==> src/rtl/sram_controller.sv <==
// Splits each 32-bit MEM-stage load/store into two 16-bit SRAM phases of
// WAIT_CYCLES each, and holds the pipeline through ready=0.
module sram_controller #(
  parameter int unsigned WAIT_CYCLES = 5,
  parameter logic [31:0] ADDR_BASE   = 32'd1024,
  parameter int unsigned SRAM_AW     = 18
) (
  input  logic               clk,
  input  logic               rst,
  input  logic               wr_en,
  input  logic               rd_en,
  input  logic [31:0]        address,
  input  logic [31:0]        write_data,
  output logic [31:0]        read_data,
  output logic               ready,
  output logic [SRAM_AW-1:0] sram_addr,
  output logic [15:0]        sram_dq_out,
  output logic               sram_dq_oe,
  input  logic [15:0]        sram_dq_in,
  output logic               sram_we_n
);

  typedef enum logic [1:0] {IDLE, LOW, HIGH, DONE} state_t;

  localparam logic [3:0] LAST_CNT = 4'(WAIT_CYCLES - 1);

  state_t             state_r, state_s;
  logic [3:0]         count_r;
  logic [SRAM_AW-2:0] index_r;
  logic               phase_r;
  logic [31:0]        data_r;
  logic               op_wr_r;
  logic [31:0]        offset_s;
  logic               req_s;
  logic               terminal_s;
  logic               unused_s;

  // Request decode and SRAM word offset (wraps modulo 2^32 below ADDR_BASE)
  always_comb begin
    offset_s   = address - ADDR_BASE;
    req_s      = wr_en | rd_en;
    terminal_s = (count_r == LAST_CNT);
    unused_s   = ^{offset_s[31:SRAM_AW+1], offset_s[1:0]};
  end

  // The phase bit keeps the last driven half-word address visible in IDLE/DONE
  assign sram_addr = {index_r, phase_r};

  // State register
  always_ff @(posedge clk) begin
    if (rst) begin
      state_r <= IDLE;
    end else begin
      state_r <= state_s;
    end
  end

  // Next state and SRAM strobes; IDLE ready is combinational so the freeze
  // lands in the same cycle the request appears
  always_comb begin
    state_s     = state_r;
    ready       = 1'b1;
    sram_we_n   = 1'b1;
    sram_dq_oe  = 1'b0;
    sram_dq_out = 16'h0000;
    case (state_r)
      IDLE: begin
        ready = ~req_s;
        if (req_s) begin
          state_s = LOW;
        end else begin
          state_s = IDLE;
        end
      end
      LOW, HIGH: begin
        ready       = 1'b0;
        sram_dq_out = (state_r == HIGH) ? data_r[31:16] : data_r[15:0];
        if (op_wr_r) begin
          sram_dq_oe = 1'b1;
          sram_we_n  = 1'b0;
        end else begin
          sram_dq_oe = 1'b0;
          sram_we_n  = 1'b1;
        end
        if (terminal_s) begin
          state_s = (state_r == HIGH) ? DONE : HIGH;
        end else begin
          state_s = state_r;
        end
      end
      DONE: begin
        ready   = 1'b1;
        state_s = IDLE;
      end
      default: begin
        ready   = 1'b1;
        state_s = IDLE;
      end
    endcase
  end

  // Request latch, phase counter and read capture
  always_ff @(posedge clk) begin
    if (rst) begin
      count_r   <= 4'd0;
      read_data <= 32'h0000_0000;
      index_r   <= '0;
      phase_r   <= 1'b0;
      data_r    <= 32'h0000_0000;
      op_wr_r   <= 1'b0;
    end else begin
      case (state_r)
        IDLE: begin
          if (req_s) begin
            op_wr_r <= wr_en;
            index_r <= offset_s[SRAM_AW:2];
            data_r  <= write_data;
            count_r <= 4'd0;
            phase_r <= 1'b0;
          end
        end
        LOW: begin
          if (terminal_s) begin
            count_r <= 4'd0;
            phase_r <= 1'b1;
            if (!op_wr_r) begin
              read_data[15:0] <= sram_dq_in;
            end
          end else begin
            count_r <= count_r + 4'd1;
          end
        end
        HIGH: begin
          if (terminal_s) begin
            count_r <= 4'd0;
            if (!op_wr_r) begin
              read_data[31:16] <= sram_dq_in;
            end
          end else begin
            count_r <= count_r + 4'd1;
          end
        end
        default: begin
          count_r <= count_r;
        end
      endcase
    end
  end

endmodule

==> config.mk <==
export PLATFORM = sky130hd
export DESIGN_NAME = sram_controller
export DESIGN_NICKNAME = d
export VERILOG_FILES = /design/src/rtl/sram_controller.sv
export SDC_FILE = /design/constraint.sdc
export NUM_CORES = 1
export LEC_CHECK = 0
export CORE_ASPECT_RATIO = 0.8
export CORE_MARGIN = 4
export CORE_UTILIZATION = 47
export CTS_CLUSTER_DIAMETER = 120
export DETAILED_ROUTE_END_ITERATION = 7
export PLACE_DENSITY = 0.88
export SYNTH_ARGS = -nofsm -noshare
export SYNTH_HDL_FRONTEND = slang
export SYNTH_SLANG_ARGS = --single-unit
==> constraint.sdc <==
create_clock -name clk -period 3.5 [get_ports clk]
set_clock_uncertainty 0.1 [all_clocks]
set_input_delay 0.875 -clock clk [delete_from_list [all_inputs] [get_ports clk]]
set_output_delay 0.875 -clock clk [all_outputs]
set_load 0.03 [all_outputs]
==> summary.md, run 1 <==
| Metric | Value |
|---|---|
| Share of cells above drive strength 1 | `5.41%` |
| FF-to-FF path depth | `5` |
| Mapped cell area | `0.00390 mm²` |
| Sum of negative setup slack | `0 ns` |
| Hold crit path type | `reg2reg` |
| Crit start category | `flip-flop` |
| Slowest CP cell | `clkdlybuf4s50_1` |
| Period utilization | `94.9%` |
| N_diodes | `0` |
| IO Count | `153` |
| ANT nets after route | `0` |
| Avg Inst Size Synth | `8.80 µm²` |
| Die ar. | `just under 0.01 mm²` |
| DR pass1 iterations | `4` |
| GRT Resource Usage Total | `19.9%` |
| Worst-Margin Slew | `approximately 0.79 ns` |
| Crit Path Class | `reg2out` |
| Initial antenna violation count | `0` |
| Global-route wire length before repair | `~16,000 µm` |
| Die Wd | `110 µm` |
| DR WL/cell | `14.3 µm` |
| VDD IR-drop max | `0.216 mV` |
| Post-CTS Hold Buffers | `0` |
| Core ar. | `about 0.0080 mm²` |
| Post-route DRC violation count | `0` |
| Detail Placement HPWL | `7230 µm` |
| Slew Limit Fails | `0` |
| Fin nets | `between 600 and 700` |
| Area grow syn2layout | `42.1%` |
| Commonest non-fill, non-tap cell in the layout | `clkdlybuf4s50_1` |
| RSZ-0062 raised after global routing | `no` |
| Power after layout | `2.20 mW` |
| Port Buffers | `137` |
| Clk_lat worst skew | `0.34 ns` |
| Final hold violation count | `0` |
| Initial Util | `a little under 50%` |
| Crit-path cells | `inv_1 -> ha_1 -> buf_4 -> mux2i_1 -> nor2b_1 -> clkdlybuf4s50_1` |
| Seq cells post-synth | `89` |
| CP max stage delay | `0.69 ns` |
| Largest net degree at the start of global routing | `57` |
| Leak | `2.07 nW` |
| Commonest cells after routing, fill and taps aside | `clkdlybuf4s50_1 (135), dfxtp_1 (89), nand2_1 (84), nand2b_1 (50), mux2i_1 (48)` |
| Top post-synthesis cells by area | `dfxtp_1 (46%), mux2i_1 (12%), nand2_1 (8.1%)` |
| Clock Path Buffers | `2` |
| Detailed Route Iter0 Violations | `~210` |
| CTS Buf Count | `9` |
| Total routed wirelength | `9760 µm` |
| Arr. time, crit path | `around 2.4 ns` |
| CTS Sinks | `89` |
| Synth Warn # | `0` |
| Final setup fails | `0` |
| Power Density | `between 300 and 400 mW/mm²` |
| Util after Layout | `just under 70%` |
| Vias in the first global route | `~3,300` |
| Critical path required time | `2.52 ns` |
| Cell depth of the worst min-delay path | `2` |
| Worst Hold Launch | `index_r[0]` |
| CTS tree | `yes` |
| Dominant cell type by area after synthesis | `dfxtp_1` |
| Total setup buffers inserted after CTS | `0` |
| GPL Wtd Cong | `0.792` |
| R2R setup slack | `1.34 ns` |
| Routed vias | `~3,400` |
| Root Driver | `clkbuf_8` |
| Post-route minimum period | `3.32 ns` |
| Vias/cell | `5.01` |
| Cell variety after synth | `37` |
| Worst R2R Start | `state_r[0]` |
| Max frequency | `between 0.3 and 0.4 GHz` |
| Slew Limit Headroom | `47.4%` |
| Status | `finished, final reports clean` |
| Hold EP | `index_r[0]` |
| Die Y | `between 80 and 90 µm` |
| Total of max-cap violations | `0` |
| Clk slew on worst S/H paths | `0.08 ns` |
| Yosys top cell area share | `between 40% and 50%` |
| Syn Nets | `536` |
| Register area share after synthesis | `a little under half` |
| H-tree Lvls | `3` |
| CP max FO | `19` |
| Std cell rows | `29` |
| Reg-to-Reg End | `read_data[23]` |
| Grt ovf | `0` |
| Post-Syn Instances | `around 440` |
| Crit end category | `output port` |
-- routing by layer --
| layer | vias up | share of wire (%) | track usage, % | wire, µm |
|---|---|---|---|---|
| li1 | 1730 | - | - | - |
| met3 | 21 | 5.2 | 4.26 | 503 |
| met2 | 99 | 50 | 33.1 | 4860 |
| met4 | 0 | 2.2 | 7.47 | 217 |
| met5 | - | 0 | 0 | 0 |
| met1 | 1563 | 43 | 25.6 | 4180 |
-- Yosys cell counts --
| library cell | instances |
|---|---|
| o21ai_0 | 4 |
| nor4_1 | 4 |
| nor2_1 | 13 |
| a311oi_1 | 3 |
| o31ai_1 | 1 |
| nand3b_1 | 2 |
| or3b_2 | 1 |
| and2_1 | 3 |
| or3_1 | 1 |
| a211oi_1 | 7 |
| nor3_1 | 1 |
| and4_1 | 3 |
| xnor2_1 | 2 |
| nor3b_1 | 4 |
| inv_1 | 7 |
| mux2_2 | 1 |
| nand2_1 | 84 |
| a21oi_1 | 46 |
| and4bb_2 | 1 |
| and4b_1 | 1 |
| or4_4 | 1 |
| dfxtp_1 | 89 |
| nor2b_1 | 16 |
| nand3_1 | 4 |
| clkbuf_1 | 22 |
| nand2b_1 | 50 |
| o21a_1 | 1 |
| mux2i_1 | 48 |
| ha_1 | 8 |
| o21ai_1 | 1 |
| a31oi_1 | 2 |
| buf_2 | 5 |
| a221o_1 | 1 |
| nand4_1 | 2 |
| buf_1 | 2 |
| buf_4 | 2 |
| o21bai_1 | 1 |
-- registers in the layout, indices dropped and copies added (netlist names) --
register   count
data_r        32
read_data     32
index_r       17
count_r        4
state_r        2
op_wr_r        1
phase_r        1
-- critical path: cells and delay by family, from the launching register on --
kind | cells | cell delay [ns]
buffers and inverters | 3 | 1.16
muxes | 1 | 0.16
and+or+nand+nor | 1 | 0.15
DFF | 1 | 0.35
adders and majority gates | 1 | 0.18
-- power by group --
group / internal, mW / total (mW) / switching (mW)
combinational: 0.226 / 0.479 / 0.253
sequential: 1.07 / 1.10 / 0.0316
clock: 0.261 / 0.615 / 0.354
total: 1.56 / 2.20 / 0.638
-- stage by stage --
step | instance area, µm² | std cells | worst slack [ns] | hold WS, ns
6_report | 5550 | 681 | 0.178 | 0.359
4_1_cts | 5540 | 681 | 0.132 | 0.360
2_1_floorplan | 3910 | 444 | 0.858 | 0.336
3_5_place_dp | 5360 | 665 | 0.323 | 0.347
5_1_grt | 5550 | 681 | 0.0255 | 0.377
3_3_place_gp | 5360 | 665 | 0.405 | 0.341
-- final cells by class --
type | instances | area (µm²)
fill | 658 | 2470
multi-input combinational | 317 | 1990
sequential | 89 | 1780
timing repair buffer | 144 | 1440
tap | 108 | 135
clock buffer | 10 | 128
clock inverter | 6 | 43.8
inverter | 7 | 26.3
-- worst max path at each step --
stage	start	end	slack (ns)	cells past startpoint
after floorplan	state_r[0]	sram_dq_out[0]	0.86	5
after global placement	state_r[0]	sram_dq_oe	0.40	4
after detailed placement	state_r[0]	sram_dq_out[1]	0.32	4
after CTS	state_r[0]	sram_dq_out[1]	0.13	4
after global routing	state_r[0]	sram_dq_out[1]	0.03	6
final	state_r[0]	sram_dq_out[1]	0.18	6
-- kinds of logic after synthesis --
| kind of cell | after synthesis | synth area share (%) |
|---|---|---|
| DFF | 89 | 45.6 |
| AOI/OAI and AO/OA | 67 | 9.71 |
| muxes | 49 | 12.6 |
| adders and majority gates | 8 | 2.56 |
| and+or+nand+nor | 191 | 25.1 |
| buffers and inverters | 38 | 4.01 |
| xor gates and xnor gates | 2 | 0.449 |
-- repair_timing --
item                       in CTS  in global routing
setup endpoints to repair      18                  1
hold endpoints to repair        0                  0
gates resized for setup         1                  1
Note: power is estimated with default switching activity, not from simulation.
==> run 2: changes to the inputs <==
Settings changed: CORE_MARGIN 4 to 2, SLEW_MARGIN set to 20.
==> run 2 against run 1 <==
Sequential cell count unchanged; utilization up 0.20 points; via count rose by 0.56%; critical endpoint is now ready.
==> summary.md, run 2 (synthesis gave the netlist of run 1 again) <==
| Metric | Value |
|---|---|
| Status | `finished, final reports clean` |
| Setup slack at placement | `0.160 ns (-0.163 ns)` |
| Slew Limit Headroom | `36.6% (-11 points)` |
| DP Cell Count | `665 (unchanged)` |
| Internal power | `1.56 mW (+0.19%)` |
| CTS Sinks | `89 (unchanged)` |
| CTS tree | `yes` |
| Die Y | `85.5 µm (-4.5%)` |
| Hold slack | `0.357 ns (-0.00200 ns)` |
| Clock Path Buffers | `2 (unchanged)` |
| Fillers | `645 (-2.0%)` |
| Vias in the first global route | `3,300 (+1.0%)` |
| Final hold violation count | `0 (unchanged)` |
| Largest net degree at the start of global routing | `69 (+21%)` |
| Util after Layout | `69.4% (+0.20 points)` |
| Clk_lat worst skew | `0.35 ns (about the same)` |
| Routed vias | `3,432 (+0.56%)` |
| Fin nets | `660 (unchanged)` |
| H-tree Lvls | `3 (unchanged)` |
| Detail Placement HPWL | `6930 µm (-4.1%)` |
| Clk slew on worst S/H paths | `0.09 ns (about the same)` |
| Top flop regs | `data_r x32, read_data x32, index_r x17` |
| CTS Buf Count | `9 (unchanged)` |
| Area grow syn2layout | `41.8%` |
| Port Buffers | `137 (unchanged)` |
| Worst-Margin Slew | `0.951 ns (+0.163 ns)` |
| Post-CTS Hold Buffers | `0 (unchanged)` |
| Root Driver | `clkbuf_8` |
| Die Wd | `106 µm (-3.6%)` |
| Period utilization | `95.5% (+0.62 points)` |
| Slew Limit Fails | `0 (unchanged)` |
| Psw | `668 µW (+4.7%)` |
| PnR worst setup slack | `0.156 ns (-0.0218 ns)` |
| Flip-flop and latch area | `0.00178 mm² (unchanged)` |
| GPL Wtd Cong | `0.836 (+5.6%)` |
| Commonest non-fill, non-tap cell in the layout | `clkdlybuf4s50_1` |
| Power after layout | `2.23 mW (+1.5%)` |
| Met3 Track Usage GR | `6.91% (+2.7 points)` |
| Fin cells | `681 (unchanged)` |
| Core ar. | `0.00798 mm² (-0.45%)` |
| Die ar. | `0.00906 mm² (-7.9%)` |
| ANT nets after route | `0 (unchanged)` |
| Share of cells above drive strength 1 | `5.41% (unchanged)` |
| Sw Share | `30.0% (+0.91 points)` |
| Post-route DRC violation count | `0 (unchanged)` |
| CP max FO | `2 (-17)` |
| Arr. time, crit path | `2.37 ns (+0.02 ns)` |
| M1 GR Usage | `26.5% (+0.96 points)` |
| Leak | `2.07 nW (-0.38%)` |
| Initial Util | `48.9% (+0.22 points)` |
| GRT Resource Usage Total | `21.5% (+1.6 points)` |
| Vias/cell | `5.04 (+0.56%)` |
| Initial antenna violation count | `0 (unchanged)` |
| N_diodes | `0 (unchanged)` |
| Detailed Route Iter0 Violations | `126 (-39%)` |
| Global-route wire length before repair | `15,700 µm (+0.98%)` |
| Critical path required time | `2.52 ns (about the same)` |
| Crit start category | `primary input` |
| Multi-input gate area | `0.00199 mm² (unchanged)` |
| Total of max-cap violations | `0 (unchanged)` |
| Fin area | `0.00554 mm² (-0.16%)` |
| Crit Path Class | `in2out` |
| DR pass1 iterations | `4 (unchanged)` |
| IO Count | `153 (unchanged)` |
| RSZ-0062 raised after global routing | `no` |
| Clk pwr share | `29.6% (+1.6 points)` |
| Layer with the highest usage | `met2` |
| VDD IR-drop max | `0.215 mV (-0.58%)` |
| Sum of negative setup slack | `0 ns (unchanged)` |
| Power share of the combinational group | `21.0% (-0.8 points)` |
| Post-route minimum period | `3.34 ns (+0.0218 ns)` |
| Final setup fails | `0 (unchanged)` |
| Crit end category | `output port` |
| DR WL/cell | `14.1 µm (-1.4%)` |
| Flop pwr share | `49.5% (-0.7 points)` |
| Met2 Track Usage GR | `36.7% (+3.6 points)` |
| Power Density | `403 mW/mm² (+1.7%)` |
| Area of placed instances | `0.00534 mm² (-0.42%)` |
| Total routed wirelength | `9620 µm (-1.4%)` |
| Total setup buffers inserted after CTS | `0 (unchanged)` |
| Grt ovf | `0 (unchanged)` |
| Hold crit path type | `reg2reg` |
| Commonest cells after routing, fill and taps aside | `clkdlybuf4s50_1 (136), dfxtp_1 (89), nand2_1 (84), nand2b_1 (50), mux2i_1 (48)` |
| Std cell rows | `29 (unchanged)` |
| Max frequency | `0.299 GHz (-0.65%)` |
## run 2: layout make-up
| class | count | area share (%) |
|---|---|---|
| timing repair buffer | 144 | 25.6 |
| clock buffer | 9 | 2.24 |
| tap | 108 | 2.44 |
| inverter | 7 | 0.474 |
| sequential | 89 | 32.2 |
| clock inverter | 7 | 1.11 |
| multi-input combinational | 317 | 36.0 |
## run 2: worst paths after layout
| path | start | to | slack [ns] | cells past startpoint |
|---|---|---|---|---|
| max | wr_en | ready | 0.16 | 4 |
| min | data_r[3] | data_r[3] | 0.36 | 2 |
| max reg2reg | state_r[0] | read_data[17] | 1.35 | 5 |
| min reg2reg | data_r[3] | data_r[3] | 0.36 | 2 |
## run 2: power groups by stage
stage,Clock [mW],Combinational [mW],Sequential (mW)
2_1_floorplan,0,0.226,1.16
3_3_place_gp,0,0.451,1.12
3_5_place_dp,0,0.462,1.13
4_1_cts,0.684,0.465,1.10
5_1_grt,0.730,0.507,1.11
6_report,0.659,0.468,1.10
## run 2: what timing repair did
item | in CTS | in global routing
resized for setup | 1 | 1
setup endpoints to repair | 16 | 2
gates cloned | 0 | 0
## run 2: metal layers
metal	up-vias	share of wire (%)
met5	-	0
met4	0	0.90
met3	8	4.8
met2	96	50
met1	1595	44
li1	1733	-
## run 2: critical path: stages
cell and delay (ns):
clkdlybuf4s50_1 0.44, nor2_1 0.18, mux2_2 0.18, clkdlybuf4s50_1 0.69
==> run 3: changes to the inputs <==
Settings changed: ABC_AREA set to 1, CORE_UTILIZATION 47 to 46.
==> run 3 against run 2 <==
Fmax rose by 0.16%; critical endpoint unchanged; largest cell class is now registers; clock-buffer cell count rose by 2; combinational power grew 4%; critical path type unchanged; sequential cell count is the same; highest routed layer unchanged; wire length grew 6.6%.
==> summary.md, run 3 <==
| Metric | Value |
|---|---|
| Status | `finished, final reports clean` |
| Period utilization | `95.4% (-0.15 points)` |
| Die ar. | `0.00885 mm² (-2.3%)` |
| Initial Util | `47.1% (-1.8 points)` |
| N_diodes | `0 (unchanged)` |
| Slew Limit Fails | `0 (unchanged)` |
| CTS Buf Count | `9 (unchanged)` |
| DR pass1 iterations | `5 (+1)` |
| VDD IR-drop max | `0.252 mV (+17%)` |
| Post-Syn Instances | `516 (+16%)` |
| Clk slew on worst S/H paths | `0.09 ns (about the same)` |
| Detail Placement HPWL | `7440 µm (+7.3%)` |
| Share of cells above drive strength 1 | `5.12% (-0.29 points)` |
| Post-CTS Hold Buffers | `0 (unchanged)` |
| Synth Warn # | `0 (unchanged)` |
| Hold crit path type | `reg2reg` |
| FF-to-FF path depth | `7 (+2)` |
| Post-route minimum period | `3.34 ns (-0.00532 ns)` |
| Vias/cell | `5.06 (+0.35%)` |
| Met1 wire length | `4220 µm (-0.78%)` |
| IO Count | `153 (unchanged)` |
| Wire length on met2 | `5320 µm (+11%)` |
| Post-route DRC violation count | `0 (unchanged)` |
| Register area share after synthesis | `47.8% (+2.2 points)` |
| Top flop regs | `data_r x32, read_data x32, index_r x17` |
| Crit Path Class | `in2out` |
| Leak | `2.17 nW (+4.9%)` |
| Routed vias | `3,808 (+11%)` |
| Clock Path Buffers | `2 (unchanged)` |
| Seq cells post-synth | `89 (unchanged)` |
| Total routed wirelength | `10,300 µm (+6.6%)` |
| Root Driver | `clkbuf_8` |
| Cell depth of the worst min-delay path | `2 (unchanged)` |
| Met3 routed WL | `446 µm (-3.7%)` |
| Ys async rst share | `0% (unchanged)` |
| Synth top cells by count | `nor2_1 (132), nand2_1 (95), dfxtp_1 (89)` |
| Sum of negative setup slack | `0 ns (unchanged)` |
| Syn Nets | `608 (+13%)` |
| Crit start category | `primary input` |
| Number of synthesized flops with an enable pin | `0 (unchanged)` |
| Initial antenna violation count | `0 (unchanged)` |
| Vias in the first global route | `3,766 (+14%)` |
| Power share of the combinational group | `20.9% (about the same)` |
| Flop pwr share | `48.2% (-1.3 points)` |
| Fin nets | `732 (+11%)` |
| GPL Wtd Cong | `0.815 (-2.5%)` |
| Avg Inst Size Synth | `7.23 µm² (-18%)` |
| Cell variety after synth | `25 (-32%)` |
| Arr. time, crit path | `2.36 ns (about the same)` |
| Total of max-cap violations | `0 (unchanged)` |
| Yosys top cell area share | `47.8% (+2.2 points)` |
| Hold EP | `read_data[10]` |
| R2R setup slack | `1.47 ns (+0.12 ns)` |
| Die Wd | `105 µm (-1.2%)` |
| Power Density | `437 mW/mm² (+8.4%)` |
| H-tree Lvls | `3 (unchanged)` |
| Grt ovf | `0 (unchanged)` |
| Area grow syn2layout | `43.5%` |
| Sw Share | `28.6% (-1.3 points)` |
| ANT nets after route | `0 (unchanged)` |
| Slew Limit Headroom | `48.4% (+12 points)` |
| Commonest cells after routing, fill and taps aside | `clkdlybuf4s50_1 (137), nor2_1 (131), nand2_1 (95), dfxtp_1 (89), o21ai_0 (62)` |
| Worst R2R Start | `state_r[1]` |
| Worst-Margin Slew | `0.772 ns (-0.180 ns)` |
| Clk_lat worst skew | `0.34 ns (about the same)` |
| Internal power | `1.67 mW (+6.7%)` |
| Util after Layout | `67.6% (-1.8 points)` |
| Final setup fails | `0 (unchanged)` |
| DR WL/cell | `13.6 µm (-3.6%)` |
| Largest net degree at the start of global routing | `49 (-29%)` |
| CTS Sinks | `89 (unchanged)` |
| Port Buffers | `137 (unchanged)` |
| Reg-to-Reg End | `data_r[0]` |
| Commonest non-fill, non-tap cell in the layout | `clkdlybuf4s50_1` |
| Mapped cell area | `0.00373 mm² (-4.5%)` |
| CTS tree | `yes` |
| Top post-synthesis cells by area | `dfxtp_1 (48%), nor2_1 (13%), nand2_1 (9.6%)` |
| RSZ-0062 raised after global routing | `no` |
| GRT Resource Usage Total | `23.6% (+2.0 points)` |
| Detailed Route Iter0 Violations | `210 (+67%)` |
| Max frequency | `0.300 GHz (+0.16%)` |
| Crit end category | `output port` |
| Die Y | `84.5 µm (-1.2%)` |
| Clk pwr share | `31.0% (+1.4 points)` |
| Core ar. | `0.00791 mm² (-0.91%)` |
| Fillers | `676 (+4.8%)` |
| Count leader, synth | `nor2_1` |
| CP max FO | `3 (+1)` |
| Global-route wire length before repair | `17,200 µm (+9.6%)` |
| DR top layer | `met4` |
| Dominant cell type by area after synthesis | `dfxtp_1` |
| Final hold violation count | `0 (unchanged)` |
| Worst Hold Launch | `read_data[10]` |
| Critical path required time | `2.52 ns (about the same)` |
| Psw | `668 µW (about the same)` |
| Std cell rows | `29 (unchanged)` |
| Most used DFF post-synth | `dfxtp_1` |
[run 3: cell types whose count changed after synthesis, moves of 6 or more]
cell and change:
clkbuf_1 -8, nand2b_1 -50, nor2b_1 -16, inv_1 +21, nand3_1 +8, nor2_1 +119
mux2i_1 -48, nand2_1 +11, a21oi_1 -7, a211oi_1 -6, o21ai_0 +58
[run 3: worst max-delay path, cell delays in order]
cell	delay [ns]
clkdlybuf4s50_1	0.46
inv_1	0.07
nand2_1	0.07
nand2_1	0.08
o21a_1	0.13
clkdlybuf4s50_1	0.68
[run 3: per-layer routing]
| metal | GRT usage [%] | vias up |
|---|---|---|
| li1 | - | 1888 |
| met5 | 0 | - |
| met3 | 4.50 | 30 |
| met4 | 8.24 | 0 |
| met2 | 43.4 | 107 |
| met1 | 27.5 | 1783 |
[run 3: area by class of cell]
class / instances / area, µm² / area share (%)
clock buffer: 11 / 151 / 2.83
clock inverter: 5 / 63.8 / 1.19
inverter: 31 / 116 / 2.18
multi-input combinational: 367 / 1690 / 31.6
sequential: 89 / 1780 / 33.3
tap: 108 / 135 / 2.53
timing repair buffer: 142 / 1410 / 26.3
[run 3: worst max path at each step]
stage	cells after the start	start	end	slack, ns
global route	5	state_r[0]	sram_dq_out[5]	0.02
CTS	5	state_r[0]	sram_dq_out[5]	0.16
global placement	6	wr_en	ready	0.20
floorplan	6	state_r[0]	sram_dq_out[10]	0.84
detailed placement	6	wr_en	ready	0.18
finish	6	wr_en	ready	0.16
[run 3: per-stage QoR]
stage          power (mW)  worst slack, ns  hold WS, ns  cell area (µm²)  instances
2_1_floorplan        1.42            0.838        0.350             3730        516
3_3_place_gp         1.62            0.197        0.351             5130        737
3_5_place_dp         1.63            0.175        0.359             5130        737
4_1_cts              2.36            0.157        0.372             5350        753
5_1_grt              2.45           0.0238        0.399             5350        753
6_report             2.33            0.161        0.369             5350        753
[run 3: timing repair]
item / 4_1_cts / 5_1_grt
gates resized for setup: 1 / 0
buffers inserted: 0 / 0
hold endpoints to repair: 0 / 0
setup endpoints to repair: 4 / 0
[run 3: power by group through the flow]
stage          combinational, mW  clock [mW]  sequential [mW]
2_1_floorplan              0.231           0             1.19
3_5_place_dp               0.483           0             1.15
4_1_cts                    0.487       0.747             1.13
6_report                   0.487       0.723             1.13
5_1_grt                    0.534       0.785             1.14
3_3_place_gp               0.472           0             1.14
[run 3: kinds of logic after synthesis]
logic type / after synthesis / synth area share, %
adder cells (fa/ha/maj): 8 / 2.68
buffers and inverters: 60 / 7.11
flip-flops: 89 / 47.8
AND/OR/NAND/NOR: 245 / 26.5
XOR/XNOR: 2 / 0.470
AO/OA/AOI/OAI: 112 / 15.4
